===== src/rtl/ram_copy_engine_if.sv =====
// Control and RAM-port bundle for the copy engine.
// The master side requests copies and models the RAM; the slave side is the engine itself.
interface ram_copy_engine_if #(
    parameter int G = 18
);
    logic          start_i;
    logic [G-1:0]  src_i;
    logic [G-1:0]  dst_i;
    logic [G-1:0]  len_i;
    logic          busy_o;
    logic          done_o;
    logic [G-1:0]  mem_addr_o;
    logic [31:0]   mem_data_o;
    logic          mem_en_o;
    logic          mem_byte_o;
    logic [31:0]   mem_data_i;

    modport master (
        output start_i, src_i, dst_i, len_i, mem_data_i,
        input  busy_o, done_o, mem_addr_o, mem_data_o, mem_en_o, mem_byte_o
    );

    modport slave (
        input  start_i, src_i, dst_i, len_i, mem_data_i,
        output busy_o, done_o, mem_addr_o, mem_data_o, mem_en_o, mem_byte_o
    );
endinterface


===== src/rtl/ram_copy_engine.sv =====
// Copies a byte region through the shared RAM port, using word transfers while at least
// four bytes remain and byte transfers for the tail; strictly ascending, read then write.
module ram_copy_engine #(
    parameter int G = 18
) (
    input  logic               CLK,
    input  logic               RST,
    ram_copy_engine_if.slave   bus
);
    typedef enum logic [1:0] {
        IDLE  = 2'd0,
        READ  = 2'd1,
        WRITE = 2'd2,
        DONE  = 2'd3
    } state_t;

    state_t        state_q;
    state_t        state_next;
    logic [G-1:0]  src_q;
    logic [G-1:0]  dst_q;
    logic [G-1:0]  rem_q;
    logic [31:0]   buf_q;
    logic          byte_mode;
    logic [G-1:0]  chunk;

    // Byte mode is derived from rem_q, which only changes at the end of WRITE,
    // so READ and WRITE of one chunk always agree.
    assign byte_mode = (rem_q < G'(4));
    assign chunk     = byte_mode ? G'(1) : G'(4);

    always_ff @(posedge CLK) begin
        if (RST) begin
            state_q <= IDLE;
            src_q   <= '0;
            dst_q   <= '0;
            rem_q   <= '0;
            buf_q   <= '0;
        end else begin
            state_q <= state_next;
            case (state_q)
                IDLE: begin
                    if (bus.start_i) begin
                        src_q <= bus.src_i;
                        dst_q <= bus.dst_i;
                        rem_q <= bus.len_i;
                    end
                end
                READ: begin
                    buf_q <= bus.mem_data_i;
                end
                WRITE: begin
                    src_q <= src_q + chunk;
                    dst_q <= dst_q + chunk;
                    rem_q <= rem_q - chunk;
                end
                default: begin
                end
            endcase
        end
    end

    always_comb begin
        state_next      = state_q;
        bus.busy_o      = 1'b0;
        bus.done_o      = 1'b0;
        bus.mem_addr_o  = '0;
        bus.mem_data_o  = '0;
        bus.mem_en_o    = 1'b0;
        bus.mem_byte_o  = 1'b0;
        case (state_q)
            IDLE: begin
                if (bus.start_i) begin
                    state_next = (bus.len_i == '0) ? DONE : READ;
                end
            end
            READ: begin
                bus.busy_o     = 1'b1;
                bus.mem_addr_o = src_q;
                bus.mem_byte_o = byte_mode;
                state_next     = WRITE;
            end
            WRITE: begin
                bus.busy_o     = 1'b1;
                bus.mem_addr_o = dst_q;
                bus.mem_data_o = byte_mode ? {24'b0, buf_q[7:0]} : buf_q;
                bus.mem_en_o   = 1'b1;
                bus.mem_byte_o = byte_mode;
                state_next     = (rem_q == chunk) ? DONE : READ;
            end
            DONE: begin
                bus.done_o = 1'b1;
                state_next = IDLE;
            end
            default: begin
                state_next = IDLE;
            end
        endcase
    end
endmodule


===== src/flat_wrapper.sv =====
// flat-port wrapper written by rule: the top's interface ports become plain ports
module ram_copy_engine_flat 
#(
    parameter int G = 18
)
  (CLK, RST, bus_start_i, bus_src_i, bus_dst_i, bus_len_i, bus_mem_data_i, bus_busy_o, bus_done_o, bus_mem_addr_o, bus_mem_data_o, bus_mem_en_o, bus_mem_byte_o);
  ram_copy_engine_if #(.G(G)) bus_i ();
  input  logic CLK;
  input  logic RST;
  input wire logic [$bits(bus_i.start_i)-1:0] bus_start_i;
  input wire logic [$bits(bus_i.src_i)-1:0] bus_src_i;
  input wire logic [$bits(bus_i.dst_i)-1:0] bus_dst_i;
  input wire logic [$bits(bus_i.len_i)-1:0] bus_len_i;
  input wire logic [$bits(bus_i.mem_data_i)-1:0] bus_mem_data_i;
  output wire logic [$bits(bus_i.busy_o)-1:0] bus_busy_o;
  output wire logic [$bits(bus_i.done_o)-1:0] bus_done_o;
  output wire logic [$bits(bus_i.mem_addr_o)-1:0] bus_mem_addr_o;
  output wire logic [$bits(bus_i.mem_data_o)-1:0] bus_mem_data_o;
  output wire logic [$bits(bus_i.mem_en_o)-1:0] bus_mem_en_o;
  output wire logic [$bits(bus_i.mem_byte_o)-1:0] bus_mem_byte_o;
  assign bus_i.start_i = bus_start_i;
  assign bus_i.src_i = bus_src_i;
  assign bus_i.dst_i = bus_dst_i;
  assign bus_i.len_i = bus_len_i;
  assign bus_i.mem_data_i = bus_mem_data_i;
  assign bus_busy_o = bus_i.busy_o;
  assign bus_done_o = bus_i.done_o;
  assign bus_mem_addr_o = bus_i.mem_addr_o;
  assign bus_mem_data_o = bus_i.mem_data_o;
  assign bus_mem_en_o = bus_i.mem_en_o;
  assign bus_mem_byte_o = bus_i.mem_byte_o;
  ram_copy_engine #(.G(G)) u_core (.CLK(CLK), .RST(RST), .bus(bus_i));
endmodule

===== config.mk =====
export PLATFORM = sky130hd
export DESIGN_NAME = ram_copy_engine_flat
export DESIGN_NICKNAME = d
export VERILOG_FILES = /design/src/rtl/ram_copy_engine_if.sv /design/src/rtl/ram_copy_engine.sv /design/src/flat_wrapper.sv
export SDC_FILE = /design/constraint.sdc
export NUM_CORES = 1
export LEC_CHECK = 0
export BUFFER_PORTS_ARGS = -buffer_cell sky130_fd_sc_hd__buf_2
export CAP_MARGIN = 20
export CORE_ASPECT_RATIO = 0.75
export CORE_MARGIN = 4
export CORE_UTILIZATION = 48
export DETAILED_ROUTE_END_ITERATION = 7
export PLACE_DENSITY = 0.75
export SLEW_MARGIN = 5
export SYNTH_ARGS = -nofsm -noshare
export SYNTH_HDL_FRONTEND = slang
export SYNTH_SLANG_ARGS = --single-unit

===== constraint.sdc =====
create_clock -name CLK -period 3.2 [get_ports CLK]
set_input_delay 0.64 -clock CLK [delete_from_list [all_inputs] [get_ports CLK]]
set_output_delay 0.64 -clock CLK [all_outputs]
set_load 0.005 [all_outputs]

==> summary.md <==
| Metric | Value |
|---|---|
| CTS tree | yes |
| CTS H-tree lvls | 3 |
| Crit path cell chain | or3_1 > or3_4 > nor4_4 > buf_6 > inv_2 > ha_4 > a31oi_1 > or4b_4 > nor4_1 > a31oi_1 > a21oi_1 |
| WP data arrival | around 3.3 ns |
| Post-synth top cells | dfxtp_1, nor2_1, a21oi_1 |
| Synth area leader | dfxtp_1 |
| Syn. warnings | 0 |
| Vias in the first global route | 5403 |
| Final WL | 16300 µm |
| Syn Inst Count | between 600 and 700 |
| RSZ-0062 raised after global routing | false |
| Critical path's most frequent cell | a31oi_1 |
| Final Slew Violations | 0 |
| Synth-to-Final Area Change | 23.6% |
| IO Pins | ~140 |
| GPL Wtd Cong | about 0.9 |
| Slowest-stage cell, CP | or4b_4 |
| Mapped Avg Cell Area | 7.94 µm² |
| Leak pwr | between 2 and 3 nW |
| Synth unique cells | 57 |
| Clk Latency, worst-skew pair | around 0.34 ns |
| Die W | 129 µm |
| Register area share after synthesis | 33.2% |
| Root Buffer | clkbuf_16 |
| Die area | ~13000 µm² |
| Initial Util | a little over 50% |
| Via count | roughly 5700 |
| Gr usage total | around a quarter |
| ANT nets after route | 0 |
| Port Buffers | 142 |
| Drc violations | 0 |
| Clk buf depth | 2 |
| Critical path startpoint category | flop |
| Fraction of registers with async set/reset | 0% |
| Wire per inst | roughly 17 µm |
| Clk sinks | between 80 and 90 |
| Max VDD drop | ~0.35 mV |
| Synth area leaders | dfxtp_1, mux2i_1, a21oi_1, nor2_1, and2_4 |
| Period utilization | approximately 96% |
| TritonRoute pass-1 iters | 5 |
| Min-Delay Path Class | reg -> reg |
| Max Fclk | 327 MHz |
| Syn Std Cell Area | around 5300 µm² |
| CP Class | reg -> reg |
| CP Data Required Time | 3.48 ns |
| Ys flop type | dfxtp_1 |
| Fin Clk Skew | about 0.008 ns |
| Status | finished, final reports clean |
| Top-count cell post-synth | dfxtp_1 |
| Mapped Nets | between 700 and 800 |
| Post-synth EDFFs | 0 |
| Die height | between 90 and 100 µm |
| Global-route wire length before repair | 26200 µm |
| TritonCTS Buffers | 9 |
| Synth Register Bits | just under 90 |
| Largest net degree at the start of global routing | 56 |
| CP startpoint | u_core.rem_q[11] |
| CTS hold repair buffers | 0 |
| Core area | 10500 µm² |
| Worst Path Buf+Inv | 2 |
| Setup violators final | 0 |
| Reg2reg start | u_core.rem_q[11] |
| Iter 0 DRT Violations | ~560 |
| Worst hold path startpoint | u_core.buf_q[10] |
| Hold Fails Final Rpt | 0 |
| Worst hold slack | roughly 0.49 ns |
| Remaining global-route overflow | 0 |
| Largest stage delay on the critical path | between 0.5 and 0.6 ns |
| Pwr dens | 531 nW/µm² |
| Least-Margin Pin Slew | 0.967 ns |
| Initial antenna violation count | 0 |
| Top cell type's share of synthesized area | 33.2% |
| Vias per cell | 6.07 |
| Setup TNS | 0 ns |
| Final design utilization | between 60% and 70% |
| Slew Limit Headroom | 35.5% |
| Period minus WS final | between 3 and 4 ns |
| FP Rows | 32 |
| Dpl hpwl | roughly 12000 µm |
| Antenna cells | 0 |
| Top Family by Delay on Critical Path | simple AND/OR/NAND/NOR gates |
| Worst-path fanout max | 7 |
| Capturing element type of the critical path | flop |
| Reg clk slew, reported paths | 0.07 ns |
| Share of cells above drive strength 1 | 27.7% |
| # fillers | around 960 |
| Max-cap violations | 0 |
| Nets@finish | roughly 900 |
[layer usage]
metal / routed length, µm / vias up / share of wire (%) / track usage (%)
li1: - / 2701 / - / -
met1: 6880 / 2645 / 42 / 32.8
met5: 0 / - / 0 / 0
met3: 1360 / 45 / 8.4 / 5.09
met2: 7630 / 284 / 47 / 39.9
met4: 424 / 0 / 2.6 / 8.64
[area by class of cell]
type                       count  area (µm²)  share of cell area [%]
timing repair buffer         164         892                    13.6
sequential                    88        1760                    26.9
multi-input combinational    520        3360                    51.3
clock buffer                   9         225                    3.44
clock inverter                 7         101                    1.55
inverter                      11        41.3                   0.630
tap                          136         170                    2.60
[cells by family after synthesis]
kind of cell               count (synthesis)  share of synthesized area (%)
AOI/OAI and AO/OA                        176                           21.2
xor gates and xnor gates                   3                          0.495
adders and majority gates                 13                           3.07
buffers and inverters                     60                           4.69
DFF                                       88                           33.2
muxes                                     43                           8.18
and+or+nand+nor                          285                           29.1
[worst paths after layout]
| kind | endpoint | slack [ns] | depth (start not counted) |
|---|---|---|---|
| hold reg to reg | u_core.buf_q[10] | 0.49 | 2 |
| setup / recovery | u_core.dst_q[9] | 0.14 | 11 |
| setup reg to reg | u_core.dst_q[9] | 0.14 | 11 |
| hold / removal | u_core.buf_q[10] | 0.49 | 2 |
[through the flow]
step | cell area, µm² | cells | worst slack (ns) | total power, mW
2_1_floorplan | 5350 | 668 | 0.0245 | 1.99
4_1_cts | 6520 | 933 | 0.104 | 3.45
5_1_grt | 6560 | 935 | 0.00616 | 3.66
3_3_place_gp | 6190 | 917 | 0.183 | 2.26
6_report | 6560 | 935 | 0.141 | 3.48
3_5_place_dp | 6190 | 917 | 0.131 | 2.29
[worst reg2reg max path, delay by kind of cell, from the launching register on]
kind                       cells  cell delay [ns]
and+or+nand+nor                5             1.80
DFF                            1             0.34
AOI/OAI and AO/OA              3             0.32
adders and majority gates      1             0.29
buffers and inverters          2             0.25
[state kept, by name (all words and copies together) (netlist names)]
| name | cells |
|---|---|
| u_core.buf_q | 32 |
| u_core.dst_q | 18 |
| u_core.rem_q | 18 |
| u_core.src_q | 18 |
| u_core.state_q | 2 |
[power by group]
group,total [mW],switching [mW],internal (mW)
sequential,1.34,0.125,1.22
combinational,0.980,0.552,0.428
clock,1.16,0.465,0.692
total,3.48,1.14,2.34
[layout by cell type, fill, tap and decap left out, drive strengths merged, types with 10 or more instances in the layout]
| cell | synthesis | final |
|---|---|---|
| nor2 | 74 | 74 |
| a21oi | 56 | 56 |
| nand2 | 41 | 41 |
| or3 | 10 | 10 |
| ha | 13 | 13 |
| inv | 10 | 13 |
| mux2i | 40 | 40 |
| nor4 | 18 | 18 |
| and3 | 16 | 16 |
| nand3 | 15 | 15 |
| a31oi | 16 | 16 |
| buf | 10 | 164 |
| and2 | 37 | 37 |
| a211oi | 13 | 13 |
| nor2b | 24 | 24 |
| o21ai | 21 | 21 |
| dfxtp | 88 | 88 |
| a22oi | 20 | 20 |
| nor3 | 19 | 19 |
[repair_timing]
| action | in CTS | in global routing |
|---|---|---|
| endpoints found under the setup margin | 0 | 28 |
| gates resized for setup | 0 | 5 |
| setup buffers | 0 | 2 |
(Power assumes the default switching activity.)
